==> config.mk <==
export PLATFORM = sky130hd
export DESIGN_NAME = bin_to_bcd_scan
export DESIGN_NICKNAME = d
export VERILOG_FILES = /design/src/rtl/bin_to_bcd_scan.sv
export SDC_FILE = /design/constraint.sdc
export NUM_CORES = 1
export LEC_CHECK = 0
export CAP_MARGIN = 20
export CORE_MARGIN = 4
export CORE_UTILIZATION = 40
export DETAILED_ROUTE_END_ITERATION = 10
export SYNTH_ARGS = -nofsm -noshare
export SYNTH_HDL_FRONTEND = slang
export SYNTH_SLANG_ARGS = --single-unit
==> constraint.sdc <==
create_clock -name clk -period 2.4 [get_ports clk]
set_input_delay 0.48 -clock clk [delete_from_list [all_inputs] [get_ports clk]]
set_output_delay 0.48 -clock clk [all_outputs]
set_load 0.02 [all_outputs]
==> src/rtl/bin_to_bcd_scan.sv <==
`default_nettype none
// ============================================================================
// Module      : bin_to_bcd_scan
// Description : Sequential double-dabble binary-to-BCD converter, one bit per
//               clock, with input clamping and a leading-zero blank mask.
// Revision    : 1.0 - initial release
// ============================================================================
module bin_to_bcd_scan #(
    parameter int WIDTH  = 14,
    parameter int MAXVAL = 9999
) (
    input  logic             clk,
    input  logic             Reset_N,
    input  logic [WIDTH-1:0] bin,
    input  logic             start,
    output logic             ready,
    output logic             done,
    output logic [15:0]      bcd,
    output logic [3:0]       blank,
    output logic             ovf
);

    localparam int                 c_CNT_W  = $clog2(WIDTH + 1);
    localparam logic [WIDTH-1:0]   c_MAXVAL = WIDTH'(MAXVAL);
    localparam logic [c_CNT_W-1:0] c_LAST   = c_CNT_W'(WIDTH - 1);
    localparam logic [c_CNT_W-1:0] c_ONE    = c_CNT_W'(1);

    localparam logic [0:0] c_S_IDLE  = 1'b0;
    localparam logic [0:0] c_S_SHIFT = 1'b1;

    logic [0:0]         r_state;
    logic [0:0]         w_state_next;
    logic               w_accept;
    logic               w_last;

    logic [WIDTH-1:0]   r_sr;
    logic [15:0]        r_acc;
    logic [c_CNT_W-1:0] r_cnt;
    logic               r_ovf_pend;
    logic [15:0]        r_bcd;
    logic [3:0]         r_blank;
    logic               r_ovf;
    logic               r_done;

    logic [WIDTH-1:0]   w_clamped;
    logic               w_over;
    logic [15:0]        w_adj;
    logic [15:0]        w_acc_shift;
    logic [WIDTH-1:0]   w_sr_shift;
    logic [3:0]         w_blank;

    // ------------------------------------------------------------------------
    // FSM
    // ------------------------------------------------------------------------
    always_ff @(posedge clk or negedge Reset_N) begin
        if (!Reset_N) begin
            r_state <= c_S_IDLE;
        end else begin
            r_state <= w_state_next;
        end
    end

    always_comb begin
        w_state_next = r_state;
        w_accept     = 1'b0;
        w_last       = 1'b0;
        case (r_state)
            c_S_IDLE: begin
                if (start) begin
                    w_accept     = 1'b1;
                    w_state_next = c_S_SHIFT;
                end
            end
            c_S_SHIFT: begin
                if (r_cnt == c_LAST) begin
                    w_last       = 1'b1;
                    w_state_next = c_S_IDLE;
                end
            end
            default: w_state_next = c_S_IDLE;
        endcase
    end

    assign ready = (r_state == c_S_IDLE);

    // ------------------------------------------------------------------------
    // Datapath
    // ------------------------------------------------------------------------
    assign w_over    = (bin > c_MAXVAL);
    assign w_clamped = w_over ? c_MAXVAL : bin;

    for (genvar g = 0; g < 4; g++) begin : g_digit
        assign w_adj[4*g +: 4] = (r_acc[4*g +: 4] >= 4'd5) ? (r_acc[4*g +: 4] + 4'd3)
                                                            : r_acc[4*g +: 4];
    end

    // The clamp keeps the value below 10000, so the bit leaving the top is 0.
    assign w_acc_shift = 16'({w_adj, r_sr[WIDTH-1]});
    assign w_sr_shift  = {r_sr[WIDTH-2:0], 1'b0};

    assign w_blank[3] = (w_acc_shift[15:12] == 4'd0);
    assign w_blank[2] = w_blank[3] && (w_acc_shift[11:8] == 4'd0);
    assign w_blank[1] = w_blank[2] && (w_acc_shift[7:4] == 4'd0);
    assign w_blank[0] = 1'b0;

    always_ff @(posedge clk or negedge Reset_N) begin
        if (!Reset_N) begin
            r_sr       <= '0;
            r_acc      <= '0;
            r_cnt      <= '0;
            r_ovf_pend <= 1'b0;
            r_bcd      <= 16'h0000;
            r_blank    <= 4'b1110;
            r_ovf      <= 1'b0;
            r_done     <= 1'b0;
        end else begin
            r_done <= w_last;
            if (w_accept) begin
                r_sr       <= w_clamped;
                r_acc      <= '0;
                r_cnt      <= '0;
                r_ovf_pend <= w_over;
            end else if (r_state == c_S_SHIFT) begin
                r_acc <= w_acc_shift;
                r_sr  <= w_sr_shift;
                r_cnt <= r_cnt + c_ONE;
            end
            // Visible outputs move only on the completion edge.
            if (w_last) begin
                r_bcd   <= w_acc_shift;
                r_blank <= w_blank;
                r_ovf   <= r_ovf_pend;
            end
        end
    end

    assign done  = r_done;
    assign bcd   = r_bcd;
    assign blank = r_blank;
    assign ovf   = r_ovf;

endmodule
`default_nettype wire

=== Word level (Yosys, flattened, before mapping) ===
Index checks and enable logic that the tools add are counted.
W data, S select, Z words.

* Register bits after elaboration: 57
* Bits of input ports: 17
* Output and inout bits: 23

* Equality and inequality tests: 1
* Add/subtract/negate cells: 5
* Bitwise gates (word level): 1
* Mux-type cells: 17
* Reductions and logical operators: 6
* $lt $le $gt $ge: 5

{| class="wikitable"
|+ Operators with widths
! operator !! number
|-
| $mux W14 || 3
|-
| $mux W16 || 2
|-
| $mux W4 || 5
|-
| $ge A4 B3 Y1 const B || 4
|-
| $gt A14 B14 Y1 const B || 1
|-
| $add A4 B2 Y4 const B || 3
|-
| $logic_not A4 Y1 || 3
|-
| $mux W1 || 5
|-
| $add A4 B1 Y4 const B || 1
|-
| $eq A4 B4 Y1 const B || 1
|-
| $add A3 B2 Y3 const B || 1
|-
| $mux W3 || 1
|-
| $logic_and A1 B1 Y1 || 2
|-
| $pmux W1 S2 || 1
|-
| $reduce_bool A2 Y1 || 1
|-
| $not A1 Y1 || 1
|}

=== Logic depth before layout (Yosys ltp) ===
Gate-level depths: netlist of run 1.

* Word-level depth: 5
* Mapped depth: 7

=== Worst setup path before layout of run 1 ===
No wires, ideal clock.

* Path kind: register -> register
* From: reg r_cnt[1]
* To: reg r_blank[1], in the netlist blank[1]
* Data required time: 2339 ps
* Period minus slack after synthesis: 1776 ps
* Arrival time: 1714 ps
* Path slack: 624 ps
* Library setup time: 61 ps
* Stages on the path, launching flop included: 8
* Cell sequence: dfrtp_1 > inv_1 > ha_1 > nand4_4 > a211o_1 > a211o_1 > a2111oi_4 > a22o_1

* Longest elaborated chain between the ends: 3

{| class="wikitable"
|+ Ends and longest elaborated chain
! item !! RTL line !! text
|-
| start: declaration || 38 || <nowiki>logic [c_CNT_W-1:0] r_cnt;</nowiki>
|-
| start signal: assignment || 126 || <nowiki>r_cnt <= r_cnt + c_ONE;</nowiki>
|-
| $eq A4 B4 Y1 || 75 || <nowiki>if (r_cnt == c_LAST) begin</nowiki>
|-
| $mux W1 || 75 ||
|-
| $mux W1 || 67 || <nowiki>case (r_state)</nowiki>
|-
| end signal: assignment || 131 || <nowiki>r_blank <= w_blank;</nowiki>
|-
| end: declaration || 41 || <nowiki>logic [3:0] r_blank;</nowiki>
|}

Every way passes these cells.
A chain may end at the register's enable or synchronous reset.

=== Worst setup path in the final report of run 1 ===
* From: reg r_blank[1], in the netlist blank[1]
* To: out blank[1]

{| class="wikitable"
|+ RTL lines
! item !! RTL line !! text
|-
| end: declaration || 19 || <nowiki>output logic [3:0] blank,</nowiki>
|}

No word-level cell between the ends.

==> metrics list, run 1 <==
* Clock transition at the registers of the reported paths: approximately 70 ps
* Worst endpoint required time: 1920 ps
- Buffers inserted during post-CTS setup optimization: 0
- Power per cell area: roughly 1400 nW/um2
- The worst setup path is launched from a register.
- The synthesized netlist occupies a cell area of approximately 2700 um2.
- The congestion estimate from routability-driven global placement came to ~0.77.
* Vias/cell: 5.29
* Worst slew margin: between 50% and 60%
- Walking the worst path, the cells encountered are clkdlybuf4s50_1.
* Initial detailed-routing violation count: 89
- In this run the clock root is driven by a sky130_fd_sc_hd__clkbuf_8.
- IR drop worst, VDD: between 400 and 500 uV
* I/O pin count: 40
- The total count of hold-check failures in the final report is 0.
- Sum of internal, switching and leakage power: 4.66 mW
* P_leak: about 1.6 nW
- Worst EP arrival: 1470 ps
* Crit. Startpoint: blank[1]
- The first detailed-routing pass ran for 4 iterations.
- In this design, the largest share of critical-path delay is due to buffers and inverters.
- The count of nets left with antenna violations once routing finished came out at 0.
- Synthesis instantiated 35 different standard cells from the library.
- In this run the critical register-to-register path is launched from r_acc[8].
* Gates resized, CTS repair: 0
* Hold-fix buffer count after cts: 0
- Clock tree from TritonCTS: yes
* Hold crit path type: in2async
- Deepest clock path buffer count: 2
* Overall track demand over capacity in global routing: between 15 and 20%
- Fraction of final layout cells sized beyond drive strength 1: a little under a tenth
- Floorplan die height: 90.6 um
- Counting flops with an async set or reset pin after synthesis yields a share of 100%.
- The first global-routing pass estimated roughly 11000 um of wire.
- Max-slew violation count: 0
- The die covers between 8000 and 9000 um2.
* Maximum net fanout on the critical path: 2
- Post-synthesis instance total: 277
* Share of Yosys cell area claimed by the top area cell type: between 40 and 50%
- Main area contributors after synthesis: sky130_fd_sc_hd__dfrtp_1 49%, sky130_fd_sc_hd__nand2_1 8.7%, sky130_fd_sc_hd__o21ai_0 6.0%, sky130_fd_sc_hd__ha_1 4.6%, sky130_fd_sc_hd__a22o_1 3.8%
- Pin count of the biggest net entering global routing: 32
- Max-Cap Viols: 0
- Initial standard-cell utilization of the core: 42.0%
- Post-layout instance area: approximately 3400 um2
- Buffers added on ports: 38
- The repair_antennas step left the layout with diodes totalling 0.
- When the netlist entered floorplanning its net count stood at around 300.
- By startpoint and endpoint, the worst setup path is classified as reg2out.
- Compared with the post-synthesis result, the final layout area differs by 24.9%.
- In this design, the stage delay of the slowest critical-path cell is 590 ps.
- Largest area contributor in the netlist: sky130_fd_sc_hd__dfrtp_1
* Core Area: between 6000 and 7000 um2
- Fin Clk Skew: about 11 ps
* Fin crit period: around 2000 ps
* Remaining DRCs: 0
- Num Clock Sinks: between 50 and 60
- Slowest cell on the critical path: sky130_fd_sc_hd__clkdlybuf4s50_1
- Counting flops with a built-in enable in the synthesized netlist gives 0.
- The die is just over 90 um wide.
* Critical path buffer and inverter count: 1
- The wire-length estimate of the detail-placed layout is around 4300 um.
- The final layout contains routed wiring with a total length of 6070 um.
- In this run, CTS created clock tree buffers numbering 9.
- Max Clock Freq: just over 0.5 GHz
- For this run, the number of Yosys warnings is 0.
* Mean post-synth cell area: slightly below 10 um2
- The H-tree generated during clock tree synthesis spans 3 levels.
- Outcome: completed
* Setup Viol. Count Final: 0
* Routed length per placed instance: about 15 um
- Setup repair after global routing left no endpoint under its margin.
- Standard-cell row count: 29
- The commonest cells after synthesis are 63 x sky130_fd_sc_hd__nand2_1, 54 x sky130_fd_sc_hd__dfrtp_1, 33 x sky130_fd_sc_hd__o21ai_0, 12 x sky130_fd_sc_hd__a22o_1, 12 x sky130_fd_sc_hd__inv_1.
* #FFs+latches synth: 57
* Most common flop cell mapped by yosys: sky130_fd_sc_hd__dfrtp_1
* Clock insertion delay at the later pin of the skew report: around 340 ps
- Total Nets Final: around 350
- By instance count, the leading cell after synthesis is sky130_fd_sc_hd__nand2_1.
- Cells fill a little over half of the core in the end.
* Leftover overflow at the end of global routing: 0
- Initial antenna violation count: 0
* Routed vias: 2133
- At the pin with the least slew margin, the transition time is 637 ps.
- After routing, the total negative slack on setup checks comes to 0 ps.
* Sequential fraction of the synthesis area: approximately 52%
- Cell area after placement: roughly 3200 um2
- Period Utilization, post-route: slightly above 80%
- Kind of capture point of the worst setup path: output port
- The number of global-route vias before repair was about 2.2k.
## registers in the layout, summed over array words and instances, names as in the netlist
signal and flops:
bcd 16, blank 3, done 1, ovf 1, r_acc 16, r_cnt 4, r_ovf_pend 1, r_sr 14
r_state 1
## kinds of logic (layout without fill, tap and decap cells)
| family | Yosys count | after routing | share of synthesized area [%] |
|---|---|---|---|
| XOR/XNOR | 6 | 6 | 1.92 |
| AO/OA/AOI/OAI | 70 | 70 | 16.8 |
| other | 1 | 1 | 0.137 |
| buffers and inverters | 26 | 75 | 3.85 |
| flip-flops | 57 | 57 | 52.4 |
| multiplexers | 12 | 12 | 4.49 |
| AND/OR/NAND/NOR | 95 | 95 | 15.9 |
| adder cells (fa/ha/maj) | 10 | 10 | 4.58 |
## layout make-up
| cell class | count | area, um2 |
|---|---|---|
| clock buffers | 14 | 183 |
| inverters | 13 | 48.8 |
| flip-flops and latches | 57 | 1430 |
| fillers | 607 | 3080 |
| clock inverters | 2 | 10.0 |
| repair buffers | 46 | 448 |
| multi-input cells | 194 | 1190 |
| well taps | 77 | 96.3 |
## stage by stage
step / setup WS, ps / std cells / hold WS (ps)
finish: 449 / 403 / 160
global route: 250 / 403 / 222
CTS: 432 / 403 / 184
detailed placement: 248 / 387 / 465
global placement: 347 / 387 / 443
floorplan: 624 / 277 / 184
## layout by cell type, fill, tap and decap left out, types with 9 or more instances in the layout
| cell type | n |
|---|---|
| sky130_fd_sc_hd__dfrtp_1 | 54 |
| sky130_fd_sc_hd__o21ai_0 | 33 |
| sky130_fd_sc_hd__ha_1 | 10 |
| sky130_fd_sc_hd__clkdlybuf4s50_1 | 37 |
| sky130_fd_sc_hd__clkbuf_8 | 13 |
| sky130_fd_sc_hd__inv_1 | 12 |
| sky130_fd_sc_hd__mux2i_1 | 10 |
| sky130_fd_sc_hd__nand2_1 | 63 |
| sky130_fd_sc_hd__a22o_1 | 12 |
| sky130_fd_sc_hd__a21oi_1 | 9 |
## where the power goes
| group | internal, mW | switching [mW] | leakage (nW) |
|---|---|---|---|
| Combinational | 0.943 | 1.13 | 0.793 |
| Clock | 0.485 | 0.377 | 0.102 |
| Sequential | 1.40 | 0.324 | 0.710 |
## worst paths after layout
kind / slack (ps) / end / cells past startpoint
min in group clk: 460 / ovf / 2
hold reg to reg: 460 / ovf / 2
max in group asynchronous: 1650 / r_sr[10] / 2
setup / recovery: 450 / blank[1] / 1
hold / removal: 160 / bcd[11] / 1
setup reg to reg: 450 / blank[1] / 7
## layer usage
metal  share of wire [%]  wire length [um]  vias up  global-route usage, %
met2                  47              2870       39                   26.1
met4                 2.1               130        0                   8.29
li1                    -                 -     1036                      -
met3                 4.0               245       12                   3.75
met5                   0                 0        -                      0
met1                  47              2830     1046                   20.0
No activity file was read; power rests on OpenSTA's default activity.
==> run 2: changes to the inputs <==
Clock period 2.4 ns to 1.9 ns, I/O delays scaled along.
==> run 2 against run 1 <==
  * Die area stayed put
  * Routed wire length is 0.28% higher
  * Sequential power is 25% higher
  * Clock power is 14% higher
  * Final cell count is 3.7% higher
  * Worst setup slack worse by 390 ps
  * Critical path depth stayed put
  * Sequential share of layout area is 1.6 points lower
  * Largest cell class unchanged
==> metrics list, run 2 (synthesis results as in run 1) <==
- Initial antenna violation count: 0 (unchanged)
* Level count of the clock H-tree: 3 (unchanged)
- Subtracting the final worst setup slack from the clock period gives 1840 ps.
- I/O pin count: 40 (unchanged)
- The total negative slack for setup checks was 0 ps (unchanged).
* Leftover overflow at the end of global routing: 0 (unchanged)
- The first-pass GRT wire length was 10500 um (-0.32%).
* Wirelength, routed: 6090 um (+0.28%)
- DIE AREA: 8210 um2 (unchanged)
- Hold-fix buffer count after cts: 0 (unchanged)
- The cell area after layout came to 3540 um2 (+3.9%).
- Pin count of the biggest net entering global routing: 58 (+81%)
* Worst setup path class: reg2out
- Vias/cell: 5.11 (-3.4%)
- The average detailed-routed wire length per instance is 14.6 um (-3.3%).
- Deepest clock path buffer count: 2 (unchanged)
- The cell family contributing the most delay on the critical path is buffers and inverters.
- The final clock skew came to 8.93 ps (-2.17 ps).
* Total Nets Final: 363 (+4.3%)
- Detailed-router iteration count before antenna repair: 4 (unchanged)
* Max-Cap Viols: 0 (unchanged)
- The final core utilization came to 54.6% (+2.1 points).
- Via count of the first global-routing pass: 2185 (+1.0%)
- Final hold viol count: 0 (unchanged)
* Floorplan die height: 90.6 um (unchanged)
- Leaving out fill and tap cells, the most frequent cell in the layout is sky130_fd_sc_hd__nand2_1.
- Startpoint kind of the worst setup timing path: register
- The number of DRC markers in iteration 0 was 83 (-6.7%).
* Max Clock Freq: 0.543 GHz
- The number of remaining DRC errors came to 0 (unchanged).
- Clock Root Buffer: sky130_fd_sc_hd__clkbuf_8
- CTS Buf Count: 9 (unchanged)
- Detailed Place HPWL: 4220 um (-1.4%)
* Outcome: completed
* Period Utilization, post-route: a little over nine tenths
* Standard-cell row count: 29 (unchanged)
- Die width: 90.6 um (unchanged)
- Critical path buffer and inverter count: 1 (unchanged)
- STA classifies the critical path endpoint as an output port.
* Clock transition at the registers of the reported paths: 70 ps (about the same)
- Worst stage delay on the critical path: 600 ps (about the same)
* Placed instance count: 401 (+3.6%)
- Core Area: 6490 um2 (unchanged)
- The top fanout value on the critical path came to 2 (unchanged).
- The number of nets with antenna violations after detailed routing came to 0 (unchanged).
- Overall track demand over capacity in global routing: 16.0% (-0.17 points)
- Worst EP arrival: 1460 ps (about the same)
- The area after detailed placement is 3340 um2 (+3.7%).
* Fraction of final layout cells sized beyond drive strength 1: 15.5% (+6.0 points)
- Clock insertion delay at the later pin of the skew report: 340 ps (about the same)
- The number of vias after detailed routing is 2137 (+0.19%).
- The antenna diode instance count came to 0 (unchanged).
* Max-slew violation count: 0 (unchanged)
* Setup Viol. Count Final: 0 (unchanged)
- Worst endpoint required time: 1520 ps (-400 ps)
* P_leak: 1.67 nW (+4.0%)
- The quantity of I/O buffers inserted on ports is 38 (unchanged).
- Clock tree from TritonCTS: yes
- # fillers: 596 (-1.8%)
- The area taken by flip-flops and latches came to 1430 um2 (unchanged).
- Initial standard-cell utilization of the core: 42.0% (unchanged)
* IR drop worst, VDD: 637 uV (+30%)
* Weighted congestion reported at the end of routability-driven placement: 0.829 (+8.0%)
* Hold crit path type: in2async
- Compared with the post-synthesis result, the final layout area differs by 29.8%.
- Slowest cell on the critical path: sky130_fd_sc_hd__clkdlybuf4s50_1
- Traced cell by cell, the critical path runs through clkdlybuf4s50_1.
- Multi-input combinational cell area: 1230 um2 (+2.6%)
* Most frequent cells in the layout: 63 x sky130_fd_sc_hd__nand2_1, 54 x sky130_fd_sc_hd__dfrtp_1, 36 x sky130_fd_sc_hd__clkdlybuf4s50_1
- Num Clock Sinks: 57 (unchanged)
- Power per cell area: 1720 nW/um2 (+26%)
- Non-filler instance count after layout: 418 (+3.7%)
-- run 2: changes by cell type in the layout (fill, tap and decap cells not counted), moves of 2 or more --
cell	change
sky130_fd_sc_hd__buf_4	+14
sky130_fd_sc_hd__clkbuf_8	-4
sky130_fd_sc_hd__a21oi_1	-3
sky130_fd_sc_hd__a21oi_2	+3
sky130_fd_sc_hd__clkinv_4	+2
sky130_fd_sc_hd__clkinvlp_4	+2
-- run 2: final cells by class --
class	count	share of cell area, %
Tap cell	77	2.72
Inverter	13	1.38
Timing Repair Buffer	61	16.1
Clock inverter	7	1.34
Clock buffer	9	3.49
Multi-Input combinational cell	194	34.6
Sequential cell	57	40.3
-- run 2: timing repair --
item	in CTS	in global routing
pin swaps	0	5
endpoints found under the setup margin	1	2
resized for setup	1	7
setup buffers	0	1
gates cloned	0	0
-- run 2: final timing paths --
kind	start	to	slack, ps	cells past startpoint
max	blank[1]	blank[1]	60	1
min	Reset_N	bcd[12]	40	2
max reg2reg	r_acc[12]	blank[1]	70	7
min reg2reg	r_ovf_pend	ovf	470	2
max in group asynchronous	Reset_N	blank[1]	1550	2
min in group clk	r_ovf_pend	ovf	470	2
-- run 2: through the flow --
step                total power [mW]  hold slack (ps)  setup slack [ps]
floorplan                       3.93             84.4               124
global placement                4.98              409             -66.8
detailed placement              5.05              408              -148
CTS                             6.06             35.8              34.3
global route                    6.61             45.5             -15.4
finish                          6.09             35.0              57.8
-- run 2: power breakdown --
part	leakage (nW)	switching (mW)	internal [mW]	total [mW]
Sequential	0.710	0.398	1.77	2.17
Combinational	0.875	1.53	1.42	2.94
Clock	0.0850	0.512	0.468	0.980
-- run 2: routing by layer --
layer,wire (um),part of all wire [%],track usage (%),vias up
met2,2920,48,26.3,36
met3,282,4.6,4.83,8
met4,74,1.2,5.36,0
li1,-,-,-,1062
met5,0,0,0,-
met1,2810,46,19.9,1031
